===== src/rtl/arb_mux_n.sv =====
// arb_mux_n: registered N-input arbitrating multiplexer with valid/ready
// handshakes on every input channel and on the output.
// Source is chosen by an explicit select field (mode=0) or by round-robin
// arbitration (mode=1); the chosen word is held in a one-stage output register.
// Optional feature macro: ARB_MUX_LOCK_EN adds in_lock, which lets a
// round-robin winner keep the grant for a multi-word burst.
module arb_mux_n #(
  parameter int unsigned DATA_WIDTH = 32,
  parameter int unsigned NUM_INPUTS = 3,
  // Derived width; leave at its default.
  parameter int unsigned SEL_WIDTH  = $clog2(NUM_INPUTS)
) (
  input  logic                             clk,
  input  logic                             rst,
  input  logic                             mode,
  input  logic [SEL_WIDTH-1:0]             select,
  input  logic [NUM_INPUTS-1:0]            in_valid,
  input  logic [NUM_INPUTS*DATA_WIDTH-1:0] in_data,
`ifdef ARB_MUX_LOCK_EN
  input  logic [NUM_INPUTS-1:0]            in_lock,
`endif
  output logic [NUM_INPUTS-1:0]            in_ready,
  output logic                             out_valid,
  output logic [DATA_WIDTH-1:0]            out_data,
  output logic [SEL_WIDTH-1:0]             out_src,
  input  logic                             out_ready
);

  localparam logic [SEL_WIDTH-1:0] LAST_IDX = SEL_WIDTH'(NUM_INPUTS - 1);

  // Output register and round-robin pointer (index of the last rr winner).
  logic                  r_out_valid;
  logic [DATA_WIDTH-1:0] r_out_data;
  logic [SEL_WIDTH-1:0]  r_out_src;
  logic [SEL_WIDTH-1:0]  r_rr_ptr;

  // Grant and transfer nets.
  logic                  w_load_ok;
  logic [SEL_WIDTH-1:0]  w_fix_idx;
  logic                  w_rr_hit;
  logic [SEL_WIDTH-1:0]  w_rr_idx;
  logic                  w_grant_any;
  logic [SEL_WIDTH-1:0]  w_grant_idx;
  logic                  w_xfer;
  logic [DATA_WIDTH-1:0] w_grant_data;

`ifdef ARB_MUX_LOCK_EN
  typedef enum logic {
    LK_OPEN = 1'b0,
    LK_HELD = 1'b1
  } lock_state_t;

  lock_state_t r_lock;
  lock_state_t w_lock_nxt;
`endif

  // The output register can take a word when empty or being drained.
  assign w_load_ok = !r_out_valid || out_ready;

  // Fixed-mode index: out-of-range select values clamp to the last channel.
  always_comb begin
    w_fix_idx = select;
    if (32'(select) >= NUM_INPUTS) begin
      w_fix_idx = LAST_IDX;
    end
  end

  // Round-robin search: first valid channel after r_rr_ptr, wrapping.
  always_comb begin
    int unsigned          cand;
    logic [SEL_WIDTH-1:0] cidx;
    w_rr_hit = 1'b0;
    w_rr_idx = r_rr_ptr;
    cand     = 0;
    cidx     = '0;
    for (int unsigned k = 1; k <= NUM_INPUTS; k++) begin
      cand = 32'(r_rr_ptr) + k;
      if (cand >= NUM_INPUTS) begin
        cand = cand - NUM_INPUTS;
      end
      cidx = SEL_WIDTH'(cand);
      if (!w_rr_hit && in_valid[cidx]) begin
        w_rr_hit = 1'b1;
        w_rr_idx = cidx;
      end
    end
  end

  // Grant selection by mode; a held lock pins the grant to the last winner.
  always_comb begin
    w_grant_any = 1'b0;
    w_grant_idx = w_fix_idx;
    if (!mode) begin
      w_grant_any = 1'b1;
      w_grant_idx = w_fix_idx;
    end
`ifdef ARB_MUX_LOCK_EN
    else if (r_lock == LK_HELD) begin
      w_grant_any = 1'b1;
      w_grant_idx = r_rr_ptr;
    end
`endif
    else begin
      w_grant_any = w_rr_hit;
      w_grant_idx = w_rr_idx;
    end
  end

  // One-hot ready towards the granted channel, gated by output space.
  always_comb begin
    in_ready = '0;
    for (int unsigned i = 0; i < NUM_INPUTS; i++) begin
      in_ready[i] = w_grant_any && w_load_ok && (32'(w_grant_idx) == i);
    end
  end

  // At most one ready bit is set, so this is the single transfer strobe.
  assign w_xfer = |(in_valid & in_ready);

  // Word of the granted channel.
  always_comb begin
    w_grant_data = '0;
    for (int unsigned i = 0; i < NUM_INPUTS; i++) begin
      if (32'(w_grant_idx) == i) begin
        w_grant_data = in_data[i*DATA_WIDTH +: DATA_WIDTH];
      end
    end
  end

  // Output register: load on transfer, drop valid when drained, else hold.
  always_ff @(posedge clk or posedge rst) begin
    if (rst) begin
      r_out_valid <= 1'b0;
      r_out_data  <= '0;
      r_out_src   <= '0;
    end else if (w_xfer) begin
      r_out_valid <= 1'b1;
      r_out_data  <= w_grant_data;
      r_out_src   <= w_grant_idx;
    end else if (out_ready) begin
      r_out_valid <= 1'b0;
    end
  end

  // Round-robin pointer follows round-robin winners only.
  always_ff @(posedge clk or posedge rst) begin
    if (rst) begin
      r_rr_ptr <= LAST_IDX;
    end else if (w_xfer && mode) begin
      r_rr_ptr <= w_grant_idx;
    end
  end

`ifdef ARB_MUX_LOCK_EN
  // Lock state register.
  always_ff @(posedge clk or posedge rst) begin
    if (rst) begin
      r_lock <= LK_OPEN;
    end else begin
      r_lock <= w_lock_nxt;
    end
  end

  // Lock next state: a rr transfer takes the transferring channel's lock
  // bit (set on 1, released on 0); fixed mode forces the lock open.
  always_comb begin
    w_lock_nxt = r_lock;
    if (!mode) begin
      w_lock_nxt = LK_OPEN;
    end else if (w_xfer) begin
      w_lock_nxt = in_lock[w_grant_idx] ? LK_HELD : LK_OPEN;
    end
  end
`endif

  assign out_valid = r_out_valid;
  assign out_data  = r_out_data;
  assign out_src   = r_out_src;

endmodule

===== config.mk =====
export PLATFORM = sky130hd
export DESIGN_NAME = arb_mux_n
export DESIGN_NICKNAME = d
export VERILOG_FILES = /design/src/rtl/arb_mux_n.sv
export SDC_FILE = /design/constraint.sdc
export NUM_CORES = 1
export LEC_CHECK = 0
export CORE_MARGIN = 8
export CORE_UTILIZATION = 33
export DETAILED_ROUTE_END_ITERATION = 10
export GPL_TIMING_DRIVEN = 0
export PLACE_DENSITY_LB_ADDON = 0.25
export SLEW_MARGIN = 20
export SYNTH_ARGS = -nofsm -noshare
export SYNTH_HDL_FRONTEND = slang
export SYNTH_SLANG_ARGS = --single-unit

===== constraint.sdc =====
create_clock -name clk -period 2.71 [get_ports clk]
set_clock_uncertainty 0.1 [all_clocks]
set_input_delay 0.6775 -clock clk [delete_from_list [all_inputs] [get_ports clk]]
set_output_delay 0.6775 -clock clk [all_outputs]
set_load 0.05 [all_outputs]

## Word level (Yosys, flattened, before mapping)

Cells that the tools add are included.

- Register bits after elaboration: 37
- Word-level logic and storage cells: 57

- Add/subtract/negate cells: 6
- Bitwise logic cells: 1
- Equality and inequality tests: 2
- Mux-type cells: 23
- Reductions and logical operators: 14
- Order comparisons: 7

Operators by type and width:

| cell | count |
|---|---|
| two-way mux 32 bit | 3 |
| two-way mux 2 bit | 8 |
| greater-or-equal comparator 3 x 2 -> 1 bit, second input constant | 3 |
| less-than comparator 2 x 3 -> 1 bit, second input constant | 3 |
| two-way mux 1 bit | 9 |
| logical AND 1 bit | 7 |
| adder 2 x 2 -> 3 bit, second input constant | 2 |
| binary-select mux 1 bit (select 2 bit) | 3 |
| subtractor 2 bit, second input constant | 3 |
| adder 2 x 1 -> 3 bit, second input constant | 1 |
| AND 3 bit | 1 |
| zero test 1 bit | 3 |
| OR reduction 3 bit | 1 |
| == test 2 x 1 -> 1 bit, second input constant | 1 |
| == test 2 bit, second input constant | 1 |
| greater-or-equal comparator 2 bit, second input constant | 1 |
| zero test 2 bit | 1 |
| nonzero test 2 bit | 1 |
| logical OR 1 bit | 1 |

## Logic depth before layout (Yosys ltp)

Gate-level depths: netlist of run 1.

- Depth after elaboration: 18
- Mapped depth: 12
- Mapped depth without buffers: 9

## Worst setup path before layout of run 1

No wires, ideal clock.

- Path type: reg-to-output
- From: register r_rr_ptr[1]
- To: output port in_ready[0]
- Arrival time: 2,513 ps
- Slack: -580 ps
- Path buffers: 1
- Cell stages (with the launch flop): 8
- Path through: dfstp_2 > inv_1 > ha_1 > buf_6 > o221a_1 > o311a_4 > a21o_1 > nor2_1

- Cells in the longest elaborated chain, start to end: 15
- Elaborated cells between the ends (all ways): 33
- Classes of those cells: add/sub: 6; order compare: 3; mux: 17; reduce/logical: 7

RTL lines:

| what | RTL line | text |
|---|---|---|
| start, declared | 35 | `logic [SEL_WIDTH-1:0] r_rr_ptr;` |
| start signal, assigned | 150 | `r_rr_ptr <= w_grant_idx;` |
| adder 2 x 1 -> 3 bit | 77 | `cand = 32'(r_rr_ptr) + k;` |
| greater-or-equal comparator 3 x 2 -> 1 bit / subtractor 2 bit (equally long branches) | 78, 79 |  |
| two-way mux 2 bit | 78 | `if (cand >= NUM_INPUTS) begin` |
| binary-select mux 1 bit (select 2 bit) | 82 | `if (!w_rr_hit && in_valid[cidx]) begin` |
| two-way mux 1 bit (not written as such) | 82 |  |
| two-way mux 1 bit | 82 |  |
| zero test 1 bit | 82 |  |
| logical AND 1 bit | 82 |  |
| two-way mux 1 bit | 82 |  |
| zero test 1 bit | 82 |  |
| logical AND 1 bit | 82 |  |
| two-way mux 2 bit / two-way mux 1 bit (equally long branches) | 82 |  |
| two-way mux 2 bit / two-way mux 1 bit (equally long branches) | 93 | `if (!mode) begin` |
| zero test 2 bit / logical AND 1 bit (equally long branches) | 113 | `in_ready[i] = w_grant_any && w_load_ok && (32'(w_grant_idx) == i);` |
| logical AND 1 bit * | 113 |  |
| end, declared | 22 | `output logic [NUM_INPUTS-1:0] in_ready,` |

Every way passes the cells marked *; elsewhere a longest branch is shown, timed or not. The select of a mux whose other input is x is not followed.

## Worst setup path after layout of run 1

Ends and elaborated chain as after synthesis.

==> results of run 1 <==
-- final timing paths --
kind,slack (ns),to,from,cells past startpoint
worst max-delay path,-0.40,in_ready[0],r_rr_ptr[1]$_DFFE_PP1P_,8
worst min-delay path,0.42,out_src[0]$_DFFE_PP0P_,out_src[0]$_DFFE_PP0P_,2
worst max register to register,-0.28,out_data[10]$_DFFE_PP0P_,r_rr_ptr[1]$_DFFE_PP1P_,13
worst min register to register,0.42,out_src[0]$_DFFE_PP0P_,out_src[0]$_DFFE_PP0P_,2
max in group asynchronous,1.49,out_data[17]$_DFFE_PP0P_,rst,3
min in group asynchronous,0.57,out_data[5]$_DFFE_PP0P_,rst,2
-- placed cells by master, fill, tap and decap left out, types with 3 or more instances in the layout --
cell type,count
nor2_1,5
inv_2,3
clkbuf_16,3
clkbuf_8,5
a21oi_1,3
nand2_1,9
clkdlybuf4s50_1,135
inv_1,39
buf_6,5
o21ai_0,5
a222oi_1,32
buf_4,11
dlygate4sd2_1,3
buf_12,4
mux2i_1,32
dfrtp_1,35
clkbuf_2,6
-- logic make-up after synthesis --
| logic type | after synthesis |
|---|---|
| fa+ha+maj | 3 |
| buf+inv | 57 |
| mux | 34 |
| flops | 37 |
| compound gates | 56 |
| simple gates | 34 |
-- cell type report --
class | count | area share [%]
Tap cell | 80 | 2.375
Multi-Input combinational cell | 127 | 27.52
Buffer | 14 | 3.207
Inverter | 42 | 3.741
Timing Repair Buffer | 158 | 39.07
Clock buffer | 5 | 1.633
Sequential cell | 37 | 22.03
Clock inverter | 3 | 0.4157
-- worst min-delay path, cell delays in order (launching register included) --
cell and delay [ns]:
dfrtp_1 0.35, o21ai_0 0.08, nand2_1 0.06
-- per-stage QoR --
stage | setup TNS [ns] | total power, mW | hold slack [ns]
floorplan | -3.715 | 3.444 | 0.3727
global placement | -26.93 | 4.489 | 0.3963
detailed placement | -27.28 | 4.539 | 0.4043
CTS | -9.118 | 5.258 | 0.4259
global route | -13.35 | 5.812 | 0.4413
finish | -9.434 | 5.469 | 0.4154
-- routing by layer --
metal / up-vias / global-route usage, %
met1: 1163 / 18.63
met5: - / 0
met3: 2 / 5.690
li1: 1152 / -
met4: 0 / 2.479
met2: 82 / 31.45
-- sequential cells by signal (all words and copies together) (netlist names) --
register / flops
out_data: 32
out_valid: 1
out_src: 2
r_rr_ptr: 2
-- repair_timing --
item / 4_1_cts / 5_1_grt
endpoints found under the setup margin: 37 / 37
gates resized for setup: 49 / 16
pin swaps: 6 / 5
buffers inserted: 10 / 2
cloned: 1 / 3
-- power groups by stage --
stage | Combinational (mW) | Clock (mW) | Sequential [mW]
after floorplan | 1.53 | 0 | 1.92
after global placement | 3.49 | 0 | 1.00
after detailed placement | 3.53 | 0 | 1.01
after CTS | 3.85 | 0.400 | 1.01
after global routing | 4.34 | 0.423 | 1.04
final | 4.08 | 0.387 | 1.00
==> impl_metrics.toml, run 1 <==
[outcome]
violations = "negative setup slack"
status = "complete, but fails checks"

[yosys]
synth_seq_cells = 37
synth_commonest_cells = "inv_1 (42), dfrtp_1 (36), mux2i_1 (34)"
synth_most_common_cell = "inv_1"
async_flop_share_pct = 100.0
synth_compound_area_share_pct = 22.73
synth.avg_cell_area_sq_um = 10.09
synth_top_family_by_area = "compound AO/OA/AOI/OAI gates"
synth_top_area_share_pct = 40.40
synth_xor_area_share_pct = 0
ys_warn_count = 0
synthAdderAreaFrac_pct = 1.684
synth_top_area_cell = "dfrtp_1"
muxShareOfSynthArea_pct = 15.26
synth_cells = 221
ys_top_cells_by_area = "dfrtp_1 (40%), mux2i_1 (15%), a222oi_1 (14%)"
synth_edf_count = 0
synth-seq-area-share_pct = 41.58
synth-main-ff-cell = "dfrtp_1"
synth_nets = 329
synthSimpleGateAreaFrac_pct = 7.239
netlist_area_sq_mm = 0.002230
yosysUniqueCellTypes = 32

[cts]
cts-hold-fix-buffers = 0
cts_root_buf = "clkbuf_8"
cts_num_sinks = 37
cts_made_buffers = 5
clk_pin_slew_ns = 0.08
clock_latency_ns = 0.28
cts_tree = "done"
cts_buffer_depth = 2
h-tree-depth = 2

[cells_and_area]
final_cells = 466
multi_input_area_sq_mm = 0.001160
areaGrowthSynthToFinish_pct = 89.00
final_net_count = 493
fin_area_sq_mm = 0.004214
drive_gt1_share_pct = 18.13
postLayoutCoreUtil_pct = 63.07
n_antenna_cell = 0
fillers = 566
register_area_sq_um = 928.4

[pwr]
p_comb_share_pct = 74.6
clockPowerShare_pct = 7.1
p_leak_nw = 1.905
switching_power_mw = 2.656
powerDensity_mw_per_mm2 = 1298
p_int_mw = 2.813
switching_share_pct = 48.56
ir_drop_uv = 729.8
p_seq_share_pct = 18.4

[sta]
setup_slack_ns = -0.3959
slew_violations = 0
final-hold-violation-count = 0
setup_violations = 37
slew_headroom_pct = 63.74
tightest_slew_ns = 0.5421
rsz0062_at_grt = "true"
post-route-period-util_pct = 114.6
fmax_ghz = 0.3220
period_needed_ns = 3.106

[critical_path]
critical_path.top_delay_family = "compound AO/OA/AOI/OAI gates"
worst_ep_required_time_ns = 1.93
path_class = "reg -> out"
cpMaxStageDelayCell = "dfstp_2"
timing.critical_path.buf_inv = 2
cp_cell_sequence = "inv_2, ha_4, nor2_2, o221a_1, o311a_4, a21o_4, nor2_4, buf_8"
slowest_delay_ns = 0.55
crit_fanout = 8
critPathLaunchType = "register"
worst_setup_path_end_kind = "output port"
arrival_ns = 2.33

[floorplan]
die_w_um = 98.20
die_y_um = 98.20
coreArea_sq_mm = 0.006681
fp.dieArea_sq_mm = 0.009642
io-pin-count = 143
num_rows = 30
start_util_pct = 33.37

[global_route]
grt_pass1_wl_mm = 13.39
track_usage_pct = 17.00
grt_max_degree = 24
gr-total-overflow = 0
grt_pass1_vias = 2656
antenna_found_initial = 0

[route]
drcViolationCount = 0
wl_met3_um = 639
wl_met2_mm = 4.375
drt_first_pass_iters = 5
finalWirelength_mm = 8.238
vias_per_cell = 5.148
drt-met1-wl_mm = 3.181
drt_iter0_drc = 115
top_layer_used = "met4"
ant_nets = 0
wl_per_cell_um = 17.68
via_count = 2399

[flow_run]
max-cap-violations = 0

[placement]
dp_slack_ns = -1.234
dp_hpwl_mm = 6.182
io_buffer_count = 141
place_area_sq_mm = 0.003819
dp.cells = 443
gp_congestion = 0.8891

[hold_path]
hold_path_class = "reg -> reg"
Note: power is estimated with default switching activity, not from simulation.
==> run 2: changes to the inputs <==
--- a/config.mk
+++ b/config.mk
@@ -5,6 +5,7 @@
 export SDC_FILE = /design/constraint.sdc
 export NUM_CORES = 1
 export LEC_CHECK = 0
+export CAP_MARGIN = 0
 export CORE_MARGIN = 8
 export CORE_UTILIZATION = 33
 export DETAILED_ROUTE_END_ITERATION = 10
==> results of run 2 <==
Same layout as run 1: the final DEF is identical, and so are final timing and power.
==> edit 1, RTL diff (settings of run 1) <==
Change the parameter `DATA_WIDTH` from 32 to 16.
--- a/src/rtl/arb_mux_n.sv
+++ b/src/rtl/arb_mux_n.sv
@@ -6,5 +6,5 @@
 // round-robin winner keep the grant for a multi-word burst.
 module arb_mux_n #(
-  parameter int unsigned DATA_WIDTH = 32,
+  parameter int unsigned DATA_WIDTH = 16,
   parameter int unsigned NUM_INPUTS = 3,
   // Derived width; leave at its default.
Ports: changed (resized in_data and out_data); port bits go from 143 to 79. The function was not compared with the original's and may differ.
==> edit 1 against run 1 <==
  * The flow still finishes with violations (negative setup slack)
  * Wire length is 4.2% lower
  * Critical path depth is 3 higher
  * Register-to-register slack worse by 190 ps
  * Final area is 17% lower
  * Largest power group unchanged
  * Synthesized area is 17% lower
  * Clock power is 44% lower
  * Global-route usage is 0.14 points higher
  * Maximum frequency is 13% lower
  * Setup slack worse by 450 ps
  * Sequential cell count is 16 lower
  * Sequential share of layout area is 7.0 points lower
  * Largest cell class is now multi-input combinational cells
  * Total power is 9.3% lower
==> edit 1: results <==
[logic_synthesis]
syn_inst = 212
syn_nets = 272
yosys.cell_types.count = 50
synthTopCellsByCount = 22 x nand2_1, 20 x dfrtp_1, 20 x o21ai_0
synth.yosys.warnings = 0
synth-seq-area-share_pct = 28.43
synth.top_cells.by_area = dfrtp_1 27%, o2bb2ai_1 7.6%, a31oi_1 5.7%
synth-async-reset-ratio_pct = 100.0
synth_flop_cell = dfrtp_1

[clock_network]
clk_root_buffer_cell = clkbuf_8
cts_made_buffers = 3
clock_slew_seen_by_the_registers_of_the_worst_setup_and_hold_paths_ps = 90
htreeDepth = 1
clock_insertion_delay_worst_skew_ps = 260
cts-root-to-sink-buffers = 2

[timing]
finalSetupViolCount = 24
worst_slew_pin_slew_ps = 888.1
layout_setup_ws_ps = -849.8
tns_ps = -10720

[job]
max_cap_viol_count = 0

[global_route]
number_of_global_route_vias_before_repair = 2308
grt_start_max_net_pins = 22
grt_pass1_wl_um = 11740
gr-usage-all-layers_pct = 17.13
antenna_found_initial = 0

[routing]
detailedRoute.firstIterationViolations = 291
drt-total-wl_um = 7892
wl_per_cell_um = 19.68
vias_per_cell = 5.718
drt_pass1_iterations = 5

[min_path]
holdCritPathClass = reg -> reg
hold_path.startpoint = out_src[1]$_DFFE_PP0P_

[critical_path]
crit_path_top_delay_cell = dfstp_2
worst-path-max-fanout = 6
critical_path.top_delay_family = simple AND/OR/NAND/NOR gates
max_stage_delay_ps = 570
cp-startpoint = r_rr_ptr[1]$_DFFE_PP1P_
cp.arrival_ps = 2780

[layout]
post_route_cells_drive_above_1_share_pct = 36.17
final_layout_fill_cell_count = 437
antenna-diode-count = 0
final_net_count = 390
largest_reg_flops = 16

[placement]
detailed_place.area_sq_mm = 0.002748
globalplace.congestion = 0.8992
dp_hpwl_um = 5023
dp.cells = 361
place.port_buffers = 77
preCtsSetupSlack_ps = -1889

[outcome]
failed_checks = negative setup slack
run_status = complete, but fails checks

[power]
ir_drop_v = 0.0006018
leakage_power_nw = 1.308
==> edit 1: cell types whose count changed after synthesis, sizes merged, moves of 16 or more <==
cell	before	now
a211oi	1	18
a222oi	32	0
dfrtp	36	20
inv	42	7
mux2i	34	0
o2bb2ai	0	16
==> edit 1: cell type report <==
class	instances	area, sq um	share of cell area, %
Tap cell	72	90.09	2.567
Inverter	7	28.78	0.8200
Buffer	17	145.1	4.135
Clock buffer	3	41.29	1.176
Sequential cell	21	528.0	15.04
Timing Repair Buffer	115	1134	32.30
Clock inverter	1	5.005	0.1426
Multi-Input combinational cell	165	1538	43.81
==> edit 1: what timing repair did <==
item,4_1_cts,5_1_grt
cloned,2,1
setup buffers,30,11
pin swaps,10,12
gates resized for setup,59,59
setup endpoints to repair,24,24
==> edit 1: logic make-up after synthesis <==
logic type / synth area share [%]
AOI/OAI and AO/OA: 41.86
and+or+nand+nor: 19.99
buffers and inverters: 7.698
DFF: 28.43
adders and majority gates: 2.026
==> edit 1: final timing paths <==
kind	end	slack [ps]	depth (start not counted)
setup / recovery	in_ready[0]	-850	11
hold reg to reg	out_src[1]$_DFFE_PP0P_	410	1
hold / removal	out_src[1]$_DFFE_PP0P_	410	1
setup reg to reg	out_data[10]$_DFFE_PP0P_	-470	14
max in group asynchronous	r_rr_ptr[0]$_DFFE_PP0P_	1100	2
min in group asynchronous	out_data[14]$_DFFE_PP0P_	800	2
==> edit 1: metal layers <==
layer	track usage, %	up-vias	share of wire, %
met3	5.021	17	7.5
met2	28.48	100	49
met4	5.730	0	2.1
met1	20.64	1109	42
li1	-	1067	-
met5	0	-	0
==> edit 1: report_power, final <==
group / internal [mW] / switching [mW] / total, mW
Combinational: 1.84 / 2.28 / 4.12
Sequential: 0.488 / 0.137 / 0.625
Clock: 0.103 / 0.115 / 0.217
==> edit 2, RTL diff (settings of run 1) <==
Without the edit above. Add a define of `ARB_MUX_LOCK_EN`.
--- a/src/rtl/arb_mux_n.sv
+++ b/src/rtl/arb_mux_n.sv
@@ -5,4 +5,6 @@
 // Optional feature macro: ARB_MUX_LOCK_EN adds in_lock, which lets a
 // round-robin winner keep the grant for a multi-word burst.
+`define ARB_MUX_LOCK_EN
+
 module arb_mux_n #(
   parameter int unsigned DATA_WIDTH = 32,
Interface: changed (added in_lock); port bits go from 143 to 146. The function was not compared with the original's and may differ.
==> edit 2 against run 1 <==
  * The flow still finishes with violations (negative setup slack)
  * Die area is 19% higher
  * Critical endpoint is now in_ready[1]
  * Combinational power up 23%
  * Sequential cell count is 1 higher
  * Maximum frequency decreased by 4.4%
  * Final area rose by 16%
  * Synthesized area up 23%
  * Register-to-register slack worse by 40 ps
  * Total power is 18% higher
  * Non-clock buffer count grew 14
  * Largest power group unchanged
  * Largest cell class unchanged
  * Setup slack got worse by 140 ps
  * Wire length is 17% higher
  * Global-route usage down 0.42 points
==> edit 2: results <==
[outcome]
run_status = complete, but fails checks
failed_checks = negative setup slack

[placement]
globalplace.congestion = 0.8448
preCtsSetupSlack_ps = -1797
dp.cells = 494
detailed_place.area_sq_mm = 0.004458
dp_hpwl_um = 7398
place.port_buffers = 145

[layout]
clkbuf_count = 7
final_net_count = 529
clockNetworkAreaShare_pct = 1.874
area.share.sequential_pct = 19.54
non_clock_buffer_count = 186
proportion_of_cell_area_occupied_by_multi_input_gates_pct = 37.30
inverters_excl_clock = 11
bufAreaShareNonClock_pct = 37.59
post_route_cells_drive_above_1_share_pct = 29.12
final_layout_fill_cell_count = 685
num-multi-input-gates = 176
finalInstanceArea_sq_mm = 0.004873

[routing]
drt_pass1_iterations = 4
dr_total_vias = 2603
wl_per_cell_um = 18.32
detailedRoute.firstIterationViolations = 62
vias_per_cell = 4.968

[logic_synthesis]
synth-seq-area-share_pct = 34.78
mappedNetlistArea_sq_mm = 0.002738
synthTopCellsByCount = 37 x dfrtp_1, 35 x mux2i_1, 33 x o2bb2ai_1
synth.yosys.warnings = 0
synth.top_cells.by_area = dfrtp_1 34%, mux2_4 15%, mux2i_1 13%
yosys.cell_types.count = 46
syn_inst = 243
syn_nets = 354

[global_route]
grt_pass1_wl_um = 15250
gr-usage-all-layers_pct = 16.58
grt_start_max_net_pins = 28
number_of_global_route_vias_before_repair = 3021

[timing]
finalSetupViolCount = 38
layout_setup_ws_ps = -539.5
tns_ps = -11590
relSlewSlack_pct = 62.48
finalHoldWorstSlack_ps = 415.1

[power]
leakage_power_nw = 2.006

[critical_path]
worst-path-max-fanout = 6
max_stage_delay_ps = 570
cp.arrival_ps = 2470
critical_path.top_delay_family = flip-flops
timing.reg2reg.worst_path_depth = 12
r2r_end = out_data[4]$_DFFE_PP0P_
worst-r2r-setup-slack_ps = -320
critPathCapture = in_ready[1]

[min_path]
holdPathEnd = out_data[11]$_DFFE_PP0P_
hold_path.startpoint = out_data[11]$_DFFE_PP0P_
hold_depth = 1

[clock_network]
cts_made_buffers = 5
cts.sinks = 38
edit 2: timing repair:
item / CTS / global route
resized for setup: 55 / 17
buffers inserted: 20 / 4
pin swaps: 14 / 4
endpoints found under the hold margin: 0 / 0
hold buffers: 0 / 0
setup endpoints to repair: 41 / 40
edit 2: where the power goes:
group | internal, mW | total [mW] | switching, mW
combinational | 2.41 | 5.01 | 2.60
sequential | 0.868 | 1.05 | 0.178
clock | 0.206 | 0.417 | 0.211
total | 3.48 | 6.47 | 2.99
edit 2: kinds of logic after synthesis:
logic type | share of synthesized area [%]
buffers and inverters | 6.216
AOI/OAI and AO/OA | 19.70
and+or+nand+nor | 7.403
DFF | 34.78
muxes | 30.21
adders and majority gates | 1.371
xor gates and xnor gates | 0.3200
edit 2: routing by layer:
metal  share of wire, %  wire length [um]  track usage [%]
met3                 11              1008            8.098
met5                  0                 0                0
met1                 40              3794            18.53
met2                 49              4707            27.67
met4               0.91                87            3.819
